File: config.mk
export PLATFORM = sky130hd
export DESIGN_NAME = sync_fifo
export DESIGN_NICKNAME = d
export VERILOG_FILES = /design/src/rtl/fifo_pkg.sv /design/src/rtl/fifo_mem.sv /design/src/rtl/sync_fifo.sv
export SDC_FILE = /design/constraint.sdc
export NUM_CORES = 1
export LEC_CHECK = 0
export CAP_MARGIN = 20
export CORE_MARGIN = 2
export CORE_UTILIZATION = 59
export DETAILED_ROUTE_END_ITERATION = 6
export PLACE_DENSITY_LB_ADDON = 0.25
export SKIP_LAST_GASP = 1
export SYNTH_ARGS = -nofsm -noshare
export SYNTH_HDL_FRONTEND = slang
export SYNTH_SLANG_ARGS = --single-unit
File: constraint.sdc
create_clock -name clk_i -period 2.8 [get_ports clk_i]
set_input_delay 0.56 -clock clk_i [delete_from_list [all_inputs] [get_ports clk_i]]
set_output_delay 0.56 -clock clk_i [all_outputs]
set_load 0.005 [all_outputs]
File: src/rtl/fifo_pkg.sv
// Shared definitions for the FIFO family: read-mode selector and pointer sizing.
package fifo_pkg;

    typedef enum logic {
        FIFO_STD,
        FIFO_FWFT
    } fifo_mode_e;

    // One extra bit above the address width distinguishes full from empty.
    function automatic int fifo_ptr_width(input int depth);
        return $clog2(depth) + 1;
    endfunction

endpackage

File: src/rtl/fifo_mem.sv
// Simple dual-port RAM: synchronous write, read port either registered or
// asynchronous depending on REG_READ.
module fifo_mem #(
    parameter int DATA_WIDTH = 8,
    parameter int ADDR_WIDTH = 4,
    parameter bit REG_READ   = 1'b1
) (
    input  logic                  clk_i,
    input  logic                  rst_i,
    input  logic                  we_i,
    input  logic [ADDR_WIDTH-1:0] waddr_i,
    input  logic [DATA_WIDTH-1:0] wdata_i,
    input  logic                  re_i,
    input  logic [ADDR_WIDTH-1:0] raddr_i,
    output logic [DATA_WIDTH-1:0] rdata_o
);

    localparam int ENTRIES = 1 << ADDR_WIDTH;

    logic [DATA_WIDTH-1:0] mem_q [ENTRIES];
    logic [DATA_WIDTH-1:0] rdata_q;

    always_ff @(posedge clk_i) begin
        if (we_i) begin
            mem_q[waddr_i] <= wdata_i;
        end
    end

    // The output register is the only reset state; array contents are left alone.
    always_ff @(posedge clk_i or posedge rst_i) begin
        if (rst_i) begin
            rdata_q <= '0;
        end else if (re_i) begin
            rdata_q <= mem_q[raddr_i];
        end
    end

    assign rdata_o = REG_READ ? rdata_q : mem_q[raddr_i];

endmodule

File: src/rtl/sync_fifo.sv
// Single-clock FIFO with registered or first-word-fall-through read, occupancy
// count, almost-full/empty flags and registered overflow/underflow pulses.
module sync_fifo
    import fifo_pkg::*;
#(
    parameter int         DATA_WIDTH = 8,
    parameter int         DEPTH      = 16,
    parameter fifo_mode_e MODE       = FIFO_STD,
    parameter int         AF_THRESH  = DEPTH - 2,
    parameter int         AE_THRESH  = 1
) (
    input  logic                        clk_i,
    input  logic                        rst_i,
    input  logic                        we_i,
    input  logic [DATA_WIDTH-1:0]       din_i,
    output logic                        wrdy_o,
    input  logic                        re_i,
    output logic [DATA_WIDTH-1:0]       dout_o,
    output logic                        rrdy_o,
    output logic [$clog2(DEPTH):0]      count_o,
    output logic                        almost_full_o,
    output logic                        almost_empty_o,
    output logic                        overflow_o,
    output logic                        underflow_o
);

    localparam int            PW      = fifo_ptr_width(DEPTH);
    localparam int            AW      = PW - 1;
    localparam logic [PW-1:0] DEPTH_C = PW'(DEPTH);
    localparam logic [PW-1:0] AF_C    = PW'(AF_THRESH);
    localparam logic [PW-1:0] AE_C    = PW'(AE_THRESH);

    logic [PW-1:0] wr_ptr_q, wr_ptr_d;
    logic [PW-1:0] rd_ptr_q, rd_ptr_d;
    logic [PW-1:0] count_q,  count_d;
    logic          overflow_q,  overflow_d;
    logic          underflow_q, underflow_d;
    logic          full, empty, wr_en, rd_en;

    assign full  = (count_q == DEPTH_C);
    assign empty = (count_q == '0);

    // Requests are masked during reset so the RAM is not disturbed either.
    assign wr_en = we_i & ~full  & ~rst_i;
    assign rd_en = re_i & ~empty & ~rst_i;

    always_comb begin
        wr_ptr_d    = wr_ptr_q;
        rd_ptr_d    = rd_ptr_q;
        count_d     = count_q;
        overflow_d  = we_i & full;
        underflow_d = re_i & empty;

        if (wr_en) begin
            wr_ptr_d = wr_ptr_q + 1'b1;
        end
        if (rd_en) begin
            rd_ptr_d = rd_ptr_q + 1'b1;
        end

        case ({wr_en, rd_en})
            2'b10:   count_d = count_q + 1'b1;
            2'b01:   count_d = count_q - 1'b1;
            default: count_d = count_q;
        endcase
    end

    always_ff @(posedge clk_i or posedge rst_i) begin
        if (rst_i) begin
            wr_ptr_q    <= '0;
            rd_ptr_q    <= '0;
            count_q     <= '0;
            overflow_q  <= 1'b0;
            underflow_q <= 1'b0;
        end else begin
            wr_ptr_q    <= wr_ptr_d;
            rd_ptr_q    <= rd_ptr_d;
            count_q     <= count_d;
            overflow_q  <= overflow_d;
            underflow_q <= underflow_d;
        end
    end

    fifo_mem #(
        .DATA_WIDTH (DATA_WIDTH),
        .ADDR_WIDTH (AW),
        .REG_READ   (MODE == FIFO_STD)
    ) u_mem (
        .clk_i   (clk_i),
        .rst_i   (rst_i),
        .we_i    (wr_en),
        .waddr_i (wr_ptr_q[AW-1:0]),
        .wdata_i (din_i),
        .re_i    (rd_en),
        .raddr_i (rd_ptr_q[AW-1:0]),
        .rdata_o (dout_o)
    );

    assign wrdy_o         = ~full;
    assign rrdy_o         = ~empty;
    assign count_o        = count_q;
    assign almost_full_o  = (count_q >= AF_C);
    assign almost_empty_o = (count_q <= AE_C);
    assign overflow_o     = overflow_q;
    assign underflow_o    = underflow_q;

endmodule

==> qor.txt <==
M2 GR Usage: 38.4%
max cap viols: 0
leakage power: 2.57 nW
Worst R2R Setup Slack: 0.48 ns
share of layout cells above drive strength 1: 19.6%
Mapped Cells: 342
Inst Count DP: 517
Die Wd: 106 µm
final setup fails: 0
Synth Area in Adders: 2.26%
Compound-Gate Fraction of Synth Area: 4.73%
Post-Synth XOR/XNOR Area: 1.58%
nets@finish: 424
slack of the critical path: 0.0940 ns
clock transition at the registers of the reported paths: 0.06 ns
cell area after synthesis: 0.00609 mm²
Inserted Clock Buffers: 17
combinational group share of total power: 25.2%
largest family of logic cells by synthesized area: multiplexers
I/O Pins: 31
worst-margin pin slew: 0.769 ns
Die H: 106 µm
Clock Tree Buf Depth: 2
RePlAce Congestion: 0.849
Die ar.: 0.0112 mm²
Setup CP Type: register to output pin
Sink Count: 151
Slew Viols, Final: 0
Synth Warn #: 0
Critical Path Stages: 5
grt peak-use layer: met2
Post-Route WL: 12,400 µm
worst hold path depth: 2
Critical Path Slowest Stage Cell: clkdlybuf4s50_1
unrepaired setup endpoints after global routing: no
antenna violations before repair: 0
minimum clock period: 2.71 ns
Initial Utilization: 59.8%
drt via density: 5.91
Worst path top cell family by delay: buffers and inverters
routed len/inst: 22.5 µm
largest net degree at the start of global routing: 33
Final period util: 96.6%
Layout area overhead: 19.0%
first-pass GRT wire length: 18,800 µm
Core Util, Final: 71.2%
Yosys cell types: 38
length of the first detailed-routing pass in iterations: 5
crit-path cells: inv_1 -> ha_2 -> nor4b_4 -> inv_2 -> clkdlybuf4s50_1
HP Class: register to register
CP peak stage delay: 0.47 ns
status: finished clean
P per Cell Area: 966 mW/mm²
fmax: 370 MHz
total grt overflow: 0
Rows: 37
via count: 3,253
critical path arrival: 2.15 ns
placement-stage worst setup slack: 0.341 ns
Crit path required time: 2.24 ns
Seq cells post-synth: 151
Overall Global Routing Usage: 23.7%
Power, Total: 7.00 mW
sw frac: 30.0%
clock root cell: clkbuf_8
Setup TNS: 0 ns
Max FO, Critical Path: 8
P_sw: 2.10 mW
Inserted Diodes: 0
IO Port Bufs: 30
initial DRC count: 196
TritonCTS clock tree: done
worst path buffer plus inverter count: 3
M3 GR Usage: 4.95%
Worst setup SP type: register
Seq pwr share: 43.9%
mux cell area share after synthesis: 11.8%
clock power share: 30.8%
syn nets: 365
cell internal pwr: 4.90 mW
Slew HR: 48.4%
Placeable Area: 0.0102 mm²
met1 Use GR: 32.4%
# DRC: 0
synthesized area per cell: 17.8 µm²
Reg2Reg Depth: 10
Clock Latency Late Sink: 0.52 ns
Seq/Total Area, Yosys: 72.6%
vias in the first global route: 3,290
Fin. Hold Viols: 0
Final Non-Filler Cells: 550
Crit. End Element: output pin
final clock skew: 0.00828 ns
Simple-Gate Fraction of Synth Area: 5.49%
CTS H-tree depth: 4
post-DP HPWL: 7730 µm
peak supply drop: 0.466 mV
antenna viol nets, final: 0
==> cell type report <==
class	count	area, µm²
sequential	151	4420
inverter	9	33.8
multi-input combinational	169	1570
clock buffer	21	439
fill	636	2940
tap	136	170
clock inverter	11	125
timing repair buffer	53	485
==> layout by cell type (no fill, tap or decap), types with 5 or more instances in the layout <==
cell	count
edfxtp_1	128
mux2i_1	31
clkdlybuf4s50_1	30
buf_4	22
a22oi_1	21
dfrtp_1	21
mux4_2	18
nand2_1	18
nor2_1	17
clkbuf_16	16
ha_1	10
inv_1	7
xnor2_1	7
a32oi_1	7
nor3_1	6
clkinvlp_4	5
==> cell families after synthesis <==
group	after synthesis
AOI/OAI and AO/OA	36
muxes	49
adders and majority gates	11
xor gates and xnor gates	11
DFF	151
and+or+nand+nor	62
buffers and inverters	22
==> path summary, 6_finish.rpt <==
check | start | end
worst max-delay path | count_o[1] | rrdy_o
worst min-delay path | u_mem.rdata_o[0] | u_mem.rdata_o[0]
worst max register to register | count_o[1] | count_o[3]
worst min register to register | u_mem.rdata_o[0] | u_mem.rdata_o[0]
max in group asynchronous | rst_i | rd_ptr_q[0]
min in group asynchronous | rst_i | overflow_o
==> cells in the mapped netlist <==
master	instances	share of area (%)
a311oi_4	1	0.43
nor2b_1	2	0.21
nor3_1	6	0.49
nand4b_1	2	0.29
mux4_2	18	6.7
and2_1	2	0.21
nand2_1	18	1.1
ha_1	11	2.3
dfrtp_1	23	9.5
nand4_1	1	0.10
nor2_2	1	0.10
inv_1	7	0.43
xnor2_1	7	1.0
edfxtp_1	128	63
inv_2	2	0.12
a21oi_1	2	0.16
o211ai_1	1	0.12
nor2_1	17	1.0
nor4b_4	1	0.39
buf_4	2	0.25
a22oi_1	21	2.6
clkbuf_1	2	0.12
nor4b_2	1	0.25
buf_1	2	0.12
o2bb2ai_1	1	0.14
nand2_2	1	0.10
buf_2	7	0.58
nor4_1	1	0.10
nand3_1	2	0.16
a32oi_1	7	1.0
nand3_4	1	0.29
mux2i_1	31	5.1
a31oi_1	1	0.10
o21ai_0	2	0.16
nand3b_1	1	0.12
nand2b_1	4	0.41
xor2_1	4	0.58
and3_1	1	0.10
==> flip-flops by register name, indices dropped and copies added, names as in the netlist <==
register and flops:
wr_ptr_q 4, underflow_o 1, u_mem.rdata_o 8, overflow_o 1
rd_ptr_q 4, u_mem.mem_q 128, count_o 5
==> per-layer routing <==
layer	up-vias	wire length, µm
met5	-	0
met1	1678	5390
met3	14	491
li1	1465	-
met4	0	197
met2	96	6290
==> tightest hold or removal path, stage by stage (launching register included) <==
cell	delay, ns
dfrtp_1	0.36
a32oi_1	0.08
nand2_1	0.07
==> power groups by stage <==
stage,registers (mW),clock network (mW),logic (mW)
CTS,3.08,2.18,1.77
floorplan,2.89,0,1.27
global placement,3.11,0,1.71
detailed placement,3.11,0,1.74
global route,3.12,2.26,1.89
finish,3.08,2.16,1.77
==> timing repair <==
| action | in CTS | in global routing |
|---|---|---|
| gates resized for setup | 0 | 2 |
| endpoints found under the setup margin | 1 | 1 |
| buffers inserted | 1 | 0 |
| hold buffers | 0 | 0 |
==> stage by stage <==
stage | area (µm²) | hold slack (ns)
detailed placement | 6670 | 0.514
CTS | 7250 | 0.535
finish | 7250 | 0.539
global route | 7250 | 0.561
floorplan | 6090 | 0.473
global placement | 6670 | 0.497
Note: power is estimated with default switching activity, not from simulation.
